--- src/rtl/genius_pkg.sv ---
// genius_pkg: colour codes and conditioner state shared by the button front-end, controller and LED driver.
package genius_pkg;
    localparam int COLOR_CODEFY_W = 2;
    typedef enum logic [1:0] {GREEN = 2'd0, RED = 2'd1, BLUE = 2'd2, YELLOW = 2'd3} color_e;
    typedef enum logic {IDLE, WAIT_RELEASE} cond_state_e;
    function automatic color_e encode_color(input logic [3:0] level);
        return level[3] ? YELLOW : level[2] ? BLUE : level[1] ? RED : GREEN;
    endfunction
endpackage

--- src/rtl/button_debouncer.sv ---
// button_debouncer: 2-flop synchroniser plus stability counter for one raw push-button.
module button_debouncer #(
    parameter int DEBOUNCE_CYCLES = 2
) (
    input  logic clk,
    input  logic rst,
    input  logic raw,
    output logic level
);
    localparam int CNT_W = $clog2(DEBOUNCE_CYCLES + 1);
    logic [1:0] sync;
    logic [CNT_W-1:0] cnt;
    always_ff @(posedge clk) begin
        if (rst) begin
            sync  <= '0;
            cnt   <= '0;
            level <= 1'b0;
        end else begin
            sync <= {sync[0], raw};
            if (sync[1] == level)
                cnt <= '0;
            else if (cnt == CNT_W'(DEBOUNCE_CYCLES - 1)) begin
                level <= sync[1];
                cnt   <= '0;
            end else
                cnt <= cnt + 1'b1;
        end
    end
endmodule

--- src/rtl/color_button_conditioner.sv ---
// color_button_conditioner: debounces the four colour buttons and turns one clean press into a single
// color_valid strobe, rejecting simultaneous presses and presses made while input is not accepted.
module color_button_conditioner #(
    parameter int COLOR_CODEFY_W  = genius_pkg::COLOR_CODEFY_W,
    parameter int DEBOUNCE_CYCLES = 2
) (
    input  logic                      clk,
    input  logic                      rst,
    input  logic                      button_color_green,
    input  logic                      button_color_red,
    input  logic                      button_color_blue,
    input  logic                      button_color_yellow,
    input  logic                      accept_en,
    output logic                      color_valid,
    output logic [COLOR_CODEFY_W-1:0] color_code,
    output logic                      multi_press,
    output logic [3:0]                btn_level
);
    import genius_pkg::*;
    logic [3:0] raw;
    logic multi;
    cond_state_e state;
    assign raw = {button_color_yellow, button_color_blue, button_color_red, button_color_green};
    assign multi = (btn_level & (btn_level - 4'd1)) != 4'd0;
    genvar i;
    generate
        for (i = 0; i < 4; i++) begin : g_deb
            button_debouncer #(.DEBOUNCE_CYCLES(DEBOUNCE_CYCLES)) u_deb (
                .clk(clk), .rst(rst), .raw(raw[i]), .level(btn_level[i])
            );
        end
    endgenerate
    // Any press leaves IDLE, so a button held across accept_en rising is never counted.
    always_ff @(posedge clk) begin
        if (rst) begin
            state       <= IDLE;
            color_valid <= 1'b0;
            multi_press <= 1'b0;
            color_code  <= '0;
        end else begin
            color_valid <= 1'b0;
            multi_press <= 1'b0;
            case (state)
                IDLE: if (|btn_level) begin
                    state <= WAIT_RELEASE;
                    if (accept_en) begin
                        if (multi)
                            multi_press <= 1'b1;
                        else begin
                            color_valid <= 1'b1;
                            color_code  <= COLOR_CODEFY_W'(encode_color(btn_level));
                        end
                    end
                end
                WAIT_RELEASE: if (btn_level == 4'd0) state <= IDLE;
            endcase
        end
    end
endmodule

--- config.mk ---
export PLATFORM = sky130hd
export DESIGN_NAME = color_button_conditioner
export DESIGN_NICKNAME = d
export VERILOG_FILES = /design/src/rtl/genius_pkg.sv /design/src/rtl/button_debouncer.sv /design/src/rtl/color_button_conditioner.sv
export SDC_FILE = /design/constraint.sdc
export NUM_CORES = 1
export LEC_CHECK = 0
export ABC_AREA = 1
export CAP_MARGIN = 20
export CORE_MARGIN = 4
export CORE_UTILIZATION = 58
export CTS_BUF_LIST = sky130_fd_sc_hd__clkbuf_8
export DETAILED_ROUTE_END_ITERATION = 8
export GPL_ROUTABILITY_DRIVEN = 0
export PLACE_DENSITY = 0.9
export SYNTH_ARGS = -nofsm -noshare
export SYNTH_HDL_FRONTEND = slang
export SYNTH_HIERARCHICAL = 1
export SYNTH_SLANG_ARGS = --single-unit
--- constraint.sdc ---
create_clock -name clk -period 1.8 [get_ports clk]
set_clock_uncertainty 0.1 [all_clocks]
set_input_delay 0.27 -clock clk [delete_from_list [all_inputs] [get_ports clk]]
set_output_delay 0.27 -clock clk [all_outputs]
set_load 0.05 [all_outputs]
==> results.txt <==
The flow ran to the end, and the final reports show no timing, DRC or antenna violations. The number of sinks handled by clock tree synthesis came out at 25. The post-synthesis cell area is 986 um2. Of the total power, the clock network draws 0.279. The cell-internal power came out at 0.000810 W. The first-pass GRT wire length came out at 2990 um. The DRC violation total after the first TritonRoute iteration came out at 8. The number of diodes came out at 0. The synthesized netlist contains 14 unique library cells. Summed over all instances, the cell type with the most area after synthesis is sky130_fd_sc_hd__dfxtp_1. The highest clock rate came out at 702 MHz. The top cell family by delay on the critical path is flip-flops.

For the worst setup path, the data required time is 1.43 ns. Detailed placement ended at an HPWL of 1220 um. The peak per-stage delay on the critical path came out at between 0.5 and 0.6 ns. The combinational power share is 0.174.

TritonCTS built the clock tree. The height of the die is 49.2 um. The number of flip-flops and latches in the synthesized netlist came out at 25. In the finished design, the share of the clock period the worst path needs comes to 0.791. The signed area change from the synthesized netlist to the final layout is 22.1%.

The slowest stage cell on the critical path is sky130_fd_sc_hd__dfxtp_1. The highest fanout seen on the critical path came out at 7. In the final layout, the multi-input gates occupy 384 um2. The sequential cells in the finished layout cover a total of 500 um2. Setup violations remaining at the end of the flow were counted as 0. At the end of the flow, the number of nets in the layout was 153. The kind of end point of the critical path is an output pin. The fraction of power consumed by sequential logic came out at 0.547.

Of the cells placed in the final design, the portion with a size suffix greater than 1 is 0.199. The critical path buffer and inverter count is 1. The fill cell total of the finished layout came out at 121. The mean instance size in the synthesized netlist is 8.08 um2. Hold is met by 0.306 ns.

The worst setup path is launched from a register. Across the VDD grid, the largest voltage drop is around 0.7 mV. The area of the core is ~1600 um2.

The fraction of power spent switching nets is 0.271. At the worst endpoint, the arrival time is 1.05 ns. After detailed routing, the number of remaining DRC violations is 0. The via count of the first global-routing pass was 744. The number of top-level pins came out at 15. Buffers added to address setup during post-CTS repair amount to 0. The number of levels in the clock H-tree is 1. The total number of yosys warnings is 6. The max-cap violation count is 0. The total grt overflow is 0. The number of I/O port buffers is 14. The total routed wirelength came out at 1710 um.

The total of cells resized after clock tree synthesis is 0. The clock reaches the later pin of the worst-skew pair after 0.26 ns. Ranked by total cell area, the synthesized netlist is headed by sky130_fd_sc_hd__dfxtp_1 (51%), sky130_fd_sc_hd__nor2_1 (10%), sky130_fd_sc_hd__inv_1 (9.9%), sky130_fd_sc_hd__ha_1 (5.1%), sky130_fd_sc_hd__nand3_2 (5.1%).

The initial utilization of the core area, before any placement, comes to 0.632. The leakage power is 0.536 nW. The total vias in the final route came out at around 800. By startpoint and endpoint, the worst setup path is classified as register to output pin.

The total of hold buffers inserted after clock tree synthesis came out at 0. The largest net degree at the start of global routing is 15. The mean number of vias per cell is 4.96. The max-slew violation count was 0. The actual slew at the worst max-slew pin is 0.341 ns. The overall die area came out at approximately 2400 um2. The first TritonRoute pass finished after 4 iterations. The die width is 49.2 um.

The proportion of synthesized chip area in sequential cells is 0.508. The share of synthesized area in the top cell type comes to 0.508. The clock transition at the registers of the reported paths came out at 0.08 ns. Setup repair after global routing left no endpoint under its margin. The worst pin sits at a relative slew slack of 0.772.

For this design the total switching power over the nets is around 0.0003 W. The initial antenna violation count was 0. The number of buffers inserted during clock tree synthesis came out at 3.

After detailed routing, the average wire length per cell comes to 10.9 um. The minimum period implied by the final worst setup slack is 1.42 ns. The root buffer selected by CTS is sky130_fd_sc_hd__clkbuf_8.

The clock passes through at most 2 buffers. The floorplan has 14 rows. The final-report hold violation count came out at 0. The total power per unit cell area came out at 923 nW/um2. Walking the worst path, the cells encountered are buf_4.

Synthesis handed over a netlist of 122 instances. The final antenna-violating net count came out at 0. The min-delay analysis places its worst path in the category register to register. The total track usage is 0.160. The setup TNS after final layout came out at 0 ns. The number of nets in the synthesized netlist is 133.
worst reg2reg max path: stages (launching register included):
cell and delay, ns:
sky130_fd_sc_hd__dfxtp_1 0.53, sky130_fd_sc_hd__nor2_4 0.10, sky130_fd_sc_hd__a21oi_2 0.21, sky130_fd_sc_hd__nand3_1 0.10, sky130_fd_sc_hd__nand2_1 0.07, sky130_fd_sc_hd__nor2_1 0.04
through the flow:
step	utilization	setup slack [ns]	instance area, um2	cells	total power (W)
floorplan	-	0.347	986	122	0.000745
global placement	0.743	0.329	1160	153	0.000803
global route	0.772	0.328	1200	157	0.00118
finish	0.772	0.376	1200	157	0.00111
detailed placement	0.743	0.291	1160	153	0.000813
CTS	0.772	0.383	1200	157	0.00112
worst paths after layout:
path	cells past startpoint	start	slack (ns)	end
worst max-delay path	1	g_deb[1].u_deb/level$_SDFFE_PP0P_	0.38	btn_level[1]
worst min-delay path	2	g_deb[1].u_deb/sync[0]$_SDFF_PP0_	0.31	g_deb[1].u_deb/sync[1]$_SDFF_PP0_
worst max register to register	5	g_deb[1].u_deb/level$_SDFFE_PP0P_	0.56	color_code[1]$_SDFFE_PP0P_
worst min register to register	2	g_deb[1].u_deb/sync[0]$_SDFF_PP0_	0.31	g_deb[1].u_deb/sync[1]$_SDFF_PP0_
synthesized netlist by cell type:
cell	instances
sky130_fd_sc_hd__a21oi_1	4
sky130_fd_sc_hd__a21oi_2	2
sky130_fd_sc_hd__clkinv_1	1
sky130_fd_sc_hd__dfxtp_1	25
sky130_fd_sc_hd__ha_1	4
sky130_fd_sc_hd__inv_1	26
sky130_fd_sc_hd__nand2_1	13
sky130_fd_sc_hd__nand2_2	3
sky130_fd_sc_hd__nand3_1	2
sky130_fd_sc_hd__nand3_2	5
sky130_fd_sc_hd__nor2_1	27
sky130_fd_sc_hd__nor2_2	4
sky130_fd_sc_hd__nor2_4	2
sky130_fd_sc_hd__nor3_1	4
cell families after synthesis:
kind of cell,count (synthesis),synth area share
AND/OR/NAND/NOR,60,0.301
adder cells (fa/ha/maj),4,0.0508
buffers and inverters,27,0.103
AO/OA/AOI/OAI,6,0.0381
flip-flops,25,0.508
sequential cells by signal (all words and copies together), names as in the netlist:
signal and flops:
color_code 2, color_valid 1, g_deb.u_deb/cnt 8, g_deb.u_deb/level 4, g_deb.u_deb/sync 8, multi_press 1
state 1
placed cells by master, fill, tap and decap left out:
cell type,synthesis,layout
sky130_fd_sc_hd__a21oi_1,4,4
sky130_fd_sc_hd__a21oi_2,2,2
sky130_fd_sc_hd__buf_12,0,2
sky130_fd_sc_hd__buf_4,0,7
sky130_fd_sc_hd__clkbuf_8,0,3
sky130_fd_sc_hd__clkdlybuf4s50_1,0,6
sky130_fd_sc_hd__clkinv_1,1,1
sky130_fd_sc_hd__dfxtp_1,25,25
sky130_fd_sc_hd__ha_1,4,4
sky130_fd_sc_hd__inv_1,26,27
sky130_fd_sc_hd__nand2_1,13,13
sky130_fd_sc_hd__nand2_2,3,3
sky130_fd_sc_hd__nand3_1,2,2
sky130_fd_sc_hd__nand3_2,5,5
sky130_fd_sc_hd__nor2_1,27,27
sky130_fd_sc_hd__nor2_2,4,4
sky130_fd_sc_hd__nor2_4,2,2
sky130_fd_sc_hd__nor3_1,4,4
power by group through the flow:
stage	combinational [W]	sequential, W	clock, W
final	0.000193	0.000608	0.000310
after global routing	0.000211	0.000613	0.000352
after CTS	0.000195	0.000608	0.000317
after detailed placement	0.000192	0.000621	0
after global placement	0.000185	0.000619	0
after floorplan	0.0000856	0.000660	0
area by class of cell:
cell class	count	share of cell area
sequential	25	0.416
multi-input combinational	70	0.319
timing repair buffer	15	0.127
inverter	27	0.0842
clock buffer	3	0.0343
tap	16	0.0166
clock inverter	1	0.00312
per-layer routing:
| metal | global-route usage | vias to the layer above | routed length [um] | share of wire |
|---|---|---|---|---|
| met1 | 0.169 | 359 | 735 | 0.43 |
| li1 | - | 402 | - | - |
| met3 | 0.0459 | 2 | 72 | 0.042 |
| met5 | 0 | - | 0 | 0 |
| met2 | 0.295 | 16 | 893 | 0.52 |
| met4 | 0.0616 | 0 | 8 | 0.0047 |
Note: power is estimated with default switching activity, not from simulation.
